==> config.mk <==
export PLATFORM = sky130hd
export DESIGN_NAME = rv32i_multicycle_ctrl
export DESIGN_NICKNAME = d
export VERILOG_FILES = /design/src/rtl/rv32i_multicycle_ctrl.sv
export SDC_FILE = /design/constraint.sdc
export NUM_CORES = 1
export LEC_CHECK = 0
export CORE_ASPECT_RATIO = 0.5
export CORE_MARGIN = 2
export CORE_UTILIZATION = 44
export CTS_CLUSTER_DIAMETER = 50
export DETAILED_ROUTE_END_ITERATION = 12
export HOLD_SLACK_MARGIN = 0.05
export MAX_ROUTING_LAYER = met4
export PLACE_DENSITY = 0.86
export SKIP_CTS_REPAIR_TIMING = 1
export SLEW_MARGIN = 10
export SYNTH_ARGS = -nofsm -noshare
export SYNTH_HDL_FRONTEND = slang
export SYNTH_SLANG_ARGS = --single-unit
==> constraint.sdc <==
create_clock -name clk -period 2.3 [get_ports clk]
set_clock_uncertainty 0.05 [all_clocks]
set_input_delay 0.23 -clock clk [delete_from_list [all_inputs] [get_ports clk]]
set_output_delay 0.23 -clock clk [all_outputs]
set_load 0.05 [all_outputs]
==> src/rtl/rv32i_multicycle_ctrl.sv <==
// rv32i_multicycle_ctrl: multi-cycle FETCH/DECODE/EXEC/MEM/WB sequencer for
// the RV32I core. It owns the instruction register and drives all datapath
// selects, memory handshakes, PC-update strobes and the retire counter.
// Ports:
//   clk, rst                        clock, async active-high reset
//   instrMemReq/instrMemReady/instrIn  instruction fetch handshake
//   currInstr                       latched instruction register
//   dataMemReq/dataMemWe/dataMemReady  data memory handshake
//   branchTaken                     comparator result for current branch
//   aluSrcA/aluSrcB/aluOp           ALU operand selects and function
//   regWrite/wbSel                  regfile write strobe and source select
//   pcWrite/pcSel                   PC update strobe and source select
//   illegal                         sticky unsupported-opcode flag
//   state                           current sequencer state
//   instrRetired                    retired-instruction counter
module rv32i_multicycle_ctrl (
    input  logic        clk,
    input  logic        rst,
    output logic        instrMemReq,
    input  logic        instrMemReady,
    input  logic [31:0] instrIn,
    output logic [31:0] currInstr,
    output logic        dataMemReq,
    output logic        dataMemWe,
    input  logic        dataMemReady,
    input  logic        branchTaken,
    output logic [1:0]  aluSrcA,
    output logic [1:0]  aluSrcB,
    output logic [3:0]  aluOp,
    output logic        regWrite,
    output logic [1:0]  wbSel,
    output logic        pcWrite,
    output logic [1:0]  pcSel,
    output logic        illegal,
    output logic [2:0]  state,
    output logic [31:0] instrRetired
);

    typedef enum logic [2:0] {
        FETCH  = 3'd0,
        DECODE = 3'd1,
        EXEC   = 3'd2,
        MEM    = 3'd3,
        WB     = 3'd4,
        HALT   = 3'd7
    } state_t;

    state_t      cur;
    state_t      nxt;
    logic [31:0] ir;
    logic        ill;
    logic [31:0] ret_cnt;

    logic        fetch_req;
    logic        ld_ir;
    logic        set_ill;
    logic        retire;

    logic [6:0]  opc;
    logic [2:0]  f3;
    logic        is_lui;
    logic        is_auipc;
    logic        is_jal;
    logic        is_jalr;
    logic        is_branch;
    logic        is_load;
    logic        is_store;
    logic        is_opimm;
    logic        is_op;
    logic        is_legal;
    logic        is_jump;

    assign opc       = ir[6:0];
    assign f3        = ir[14:12];
    assign is_lui    = (opc == 7'b0110111);
    assign is_auipc  = (opc == 7'b0010111);
    assign is_jal    = (opc == 7'b1101111);
    assign is_jalr   = (opc == 7'b1100111);
    assign is_branch = (opc == 7'b1100011);
    assign is_load   = (opc == 7'b0000011);
    assign is_store  = (opc == 7'b0100011);
    assign is_opimm  = (opc == 7'b0010011);
    assign is_op     = (opc == 7'b0110011);
    assign is_jump   = is_jal | is_jalr;
    assign is_legal  = is_lui | is_auipc | is_jump | is_branch |
                       is_load | is_store | is_opimm | is_op;

    always_ff @(posedge clk or posedge rst) begin
        if (rst) begin
            cur     <= FETCH;
            ir      <= 32'd0;
            ill     <= 1'b0;
            ret_cnt <= 32'd0;
        end else begin
            cur <= nxt;
            if (ld_ir)
                ir <= instrIn;
            if (set_ill)
                ill <= 1'b1;
            if (retire)
                ret_cnt <= ret_cnt + 32'd1;
        end
    end

    always_comb begin
        nxt        = cur;
        fetch_req  = 1'b0;
        ld_ir      = 1'b0;
        set_ill    = 1'b0;
        retire     = 1'b0;
        dataMemReq = 1'b0;
        dataMemWe  = 1'b0;
        aluSrcA    = 2'd0;
        aluSrcB    = 2'd0;
        aluOp      = 4'd0;
        regWrite   = 1'b0;
        wbSel      = 2'd0;
        pcWrite    = 1'b0;
        pcSel      = 2'd0;
        case (cur)
            FETCH: begin
                fetch_req = 1'b1;
                if (instrMemReady) begin
                    ld_ir = 1'b1;
                    nxt   = DECODE;
                end
            end
            DECODE: begin
                if (is_legal) begin
                    nxt = EXEC;
                end else begin
                    set_ill = 1'b1;
                    nxt     = HALT;
                end
            end
            EXEC: begin
                unique case (1'b1)
                    is_op: begin
                        aluOp = {ir[30], f3};
                    end
                    is_opimm: begin
                        aluSrcB = 2'd1;
                        // only the shift-right pair uses funct7[5]
                        aluOp   = {(f3 == 3'b101) ? ir[30] : 1'b0, f3};
                    end
                    is_lui: begin
                        aluSrcA = 2'd2;
                        aluSrcB = 2'd1;
                    end
                    is_auipc, is_jal: begin
                        aluSrcA = 2'd1;
                        aluSrcB = 2'd1;
                    end
                    is_load, is_store, is_jalr: begin
                        aluSrcB = 2'd1;
                    end
                    is_branch: begin
                        aluOp = 4'b1000;
                    end
                    default: begin
                        aluOp = 4'd0;
                    end
                endcase
                if (is_load || is_store) begin
                    nxt = MEM;
                end else if (is_branch) begin
                    pcWrite = 1'b1;
                    pcSel   = branchTaken ? 2'd2 : 2'd0;
                    retire  = 1'b1;
                    nxt     = FETCH;
                end else begin
                    nxt = WB;
                end
            end
            MEM: begin
                dataMemReq = 1'b1;
                dataMemWe  = is_store;
                if (dataMemReady) begin
                    if (is_store) begin
                        pcWrite = 1'b1;
                        retire  = 1'b1;
                        nxt     = FETCH;
                    end else begin
                        nxt = WB;
                    end
                end
            end
            WB: begin
                regWrite = 1'b1;
                wbSel    = is_load ? 2'd1 : (is_jump ? 2'd2 : 2'd0);
                pcWrite  = 1'b1;
                pcSel    = is_jump ? 2'd1 : 2'd0;
                retire   = 1'b1;
                nxt      = FETCH;
            end
            HALT: begin
                nxt = HALT;
            end
            default: begin
                nxt = FETCH;
            end
        endcase
    end

    // reset forces FETCH asynchronously; mask its request while rst is held
    assign instrMemReq  = fetch_req & ~rst;
    assign currInstr    = ir;
    assign illegal      = ill;
    assign state        = cur;
    assign instrRetired = ret_cnt;

endmodule

==> results.json <==
{
  "pin_count": 122,
  "syn_inst": 284,
  "crit_path_top_delay_cell": "or3b_1",
  "die_y_um": 64.8,
  "clockBufferDepth": 2,
  "setup_tns_ns": 0,
  "max_freq_ghz": 0.439,
  "grt_max_degree": 44,
  "path_clk_slew_ns": 0.05,
  "drt_iter0_drc": 162,
  "clock_latency_ns": 0.33,
  "path_delay_family": "simple AND/OR/NAND/NOR gates",
  "root_buffer": "clkbuf_16",
  "overflow": 0,
  "area_growth_syn_to_layout_pct": 57.3,
  "max_slew.worst_pin.slew_ns": 0.547,
  "cp_max_fo": 16,
  "place_hpwl_um": 6050,
  "path_cells": "or3b_1 > nor3_1 > buf_12",
  "vias": 2682,
  "rsz0062_at_grt": "yes",
  "fin_util_pct": 70.7,
  "synth.area.top_cells": "dfrtp_1 52%, mux2_2 11%, xnor2_1 4.3%",
  "cts_num_sinks": 68,
  "syn_nets": 322,
  "synth-edff-count": 0,
  "wl_per_cell_um": 16.3,
  "dieArea_um2": 8140,
  "grt_pass1_vias": 2742,
  "antenna_cells": 0,
  "critPathKind": "reg -> out",
  "grt-busiest-layer": "met2",
  "drc": 0,
  "gp_congestion": 0.885,
  "cp.buffers_inverters": 1,
  "met3_usage_pct": 5.37,
  "cp.required_ns": 2.02,
  "irDropWorstVdd_mv": 0.872,
  "status": "finished, final reports clean",
  "timing.max_cap.violations": 0,
  "h-tree-depth": 3,
  "async_flop_share_pct": 100,
  "synth-main-ff-cell": "dfrtp_1",
  "die_x_um": 126,
  "start_util_pct": 44.9,
  "slew_violations": 0,
  "min_period_ns": 2.28,
  "grt_pass1_wl_um": 13800,
  "layout_commonest_cell": "clkdlybuf4s50_1",
  "cpPeakStageDelay_ns": 0.54,
  "grt_util_met2_pct": 37.6,
  "numCtsBuffers": 9,
  "yosysUniqueCellTypes": 49,
  "rows": 22,
  "gr-usage-met1_pct": 27.0,
  "synth.avg_cell_area_um2": 11.5,
  "core_area_um2": 7240,
  "synth_top_area_cell": "dfrtp_1",
  "synth_area_um2": 3250,
  "regArea_um2": 1710,
  "cp-end-kind": "output pin",
  "p_leak_nw": 2.19,
  "setup_violations": 0,
  "antenna_found_initial": 0,
  "drtPass1Iterations": 4,
  "fillCellCount": 507,
  "synth-seq-cells": 68,
  "final_hold_viol_count": 0,
  "io_buffers": 120,
  "synth.top_cell.area_share_pct": 52.3,
  "worst_setup_path_start_kind": "register",
  "tritoncts": "built",
  "ant_nets": 0,
  "drive_gt1_share_pct": 23.9,
  "timing.final.crit_share_pct": 99.1,
  "viasPerCell": 5.18,
  "final_nets": 455,
  "multiInputGateArea_um2": 1520,
  "grt_usage_pct": 22.3,
  "wl_um": 8420,
  "slew_headroom_pct": 63.5,
  "power.density_nw_per_um2": 1310,
  "yosysSeqAreaShare_pct": 52.3,
  "final_cell_mix": "105 x clkdlybuf4s50_1, 64 x dfrtp_1, 33 x mux2_2",
  "hold_class": "in -> async",
  "yosys_warnings": 0,
  "critPathArrivalTime_ns": 2.00
}
==> synth_stat cells, types with 2 or more instances <==
master,number
xor2_1,14
dfrtp_1,68
nor2b_1,3
a21oi_1,7
or3_1,2
nand4_1,7
nand2_1,22
or3b_1,2
nor2_1,15
xnor2_1,16
and4_1,2
nor4_1,4
a21boi_0,2
nand3_1,6
and3_1,8
nand2b_1,4
inv_1,7
and2_1,3
and3b_1,3
clkbuf_1,5
buf_2,7
nor3_1,14
o21ai_0,5
mux2_2,33
==> path summary, 6_finish.rpt <==
path	startpoint	end	slack, ns	cells after the start
min	rst	currInstr[5]$_DFFE_PP0P_	0.26	3
max	state[0]$_DFFE_PP0P_	wbSel[1]	0.02	3
max in group asynchronous	rst	state[0]$_DFFE_PP0P_	1.43	3
min reg2reg	instrRetired[31]$_DFFE_PP0P_	instrRetired[31]$_DFFE_PP0P_	0.42	1
max reg2reg	currInstr[6]$_DFFE_PP0P_	instrRetired[15]$_DFFE_PP0P_	0.15	6
min in group clk	instrRetired[31]$_DFFE_PP0P_	instrRetired[31]$_DFFE_PP0P_	0.42	1
==> power by group <==
group | total (mW) | leakage, nW | switching (mW) | internal [mW]
Clock | 1.36 | 0.145 | 0.502 | 0.862
Sequential | 1.97 | 0.838 | 0.412 | 1.56
Combinational | 3.36 | 1.20 | 2.07 | 1.29
==> flip-flops by register name, indices dropped and copies added, names as in the netlist <==
| register | count |
|---|---|
| state | 3 |
| illegal | 1 |
| currInstr | 32 |
| instrRetired | 32 |
==> area by class of cell <==
| class | instances | area share (%) |
|---|---|---|
| well taps | 96 | 2.35 |
| repair buffers | 135 | 28.4 |
| clock buffers | 11 | 4.74 |
| inverters | 7 | 0.513 |
| flip-flops and latches | 68 | 33.3 |
| clock inverters | 5 | 1.03 |
| multi-input cells | 196 | 29.7 |
==> metrics by stage <==
| step | hold WS [ns] | worst slack, ns | total power, mW | cell area [µm²] | std cells |
|---|---|---|---|---|---|
| floorplan | 0.332 | -0.312 | 4.12 | 3280 | 284 |
| global placement | 0.408 | 0.180 | 5.22 | 4790 | 501 |
| detailed placement | 0.412 | 0.165 | 5.30 | 4790 | 501 |
| CTS | 0.283 | -0.195 | 6.68 | 5080 | 517 |
| global route | 0.316 | -0.0744 | 6.99 | 5120 | 518 |
| finish | 0.265 | 0.0207 | 6.70 | 5120 | 518 |
==> routing by layer <==
| layer | wire (µm) | vias up | share of wire [%] |
|---|---|---|---|
| met4 | 163 | 0 | 1.9 |
| met1 | 3630 | 1342 | 43 |
| met2 | 4340 | 56 | 52 |
| li1 | - | 1263 | - |
| met3 | 283 | 21 | 3.4 |
| met5 | 0 | - | 0 |
==> worst reg2reg max path: stages (launching register included) <==
cell	delay (ns)
dfrtp_1	0.57
nand3b_1	0.30
o31ai_4	0.35
o21ai_2	0.16
buf_4	0.20
nor3_1	0.26
xor2_1	0.18
==> cell families after synthesis <==
kind of cell	Yosys count	share of synthesized area, %
AND/OR/NAND/NOR	107	19.5
multiplexers	33	11.4
XOR/XNOR	31	8.58
adder cells (fa/ha/maj)	1	0.385
AO/OA/AOI/OAI	23	4.96
flip-flops	68	52.3
buffers and inverters	20	2.69
other	1	0.115
No activity file was read; power rests on OpenSTA's default activity.
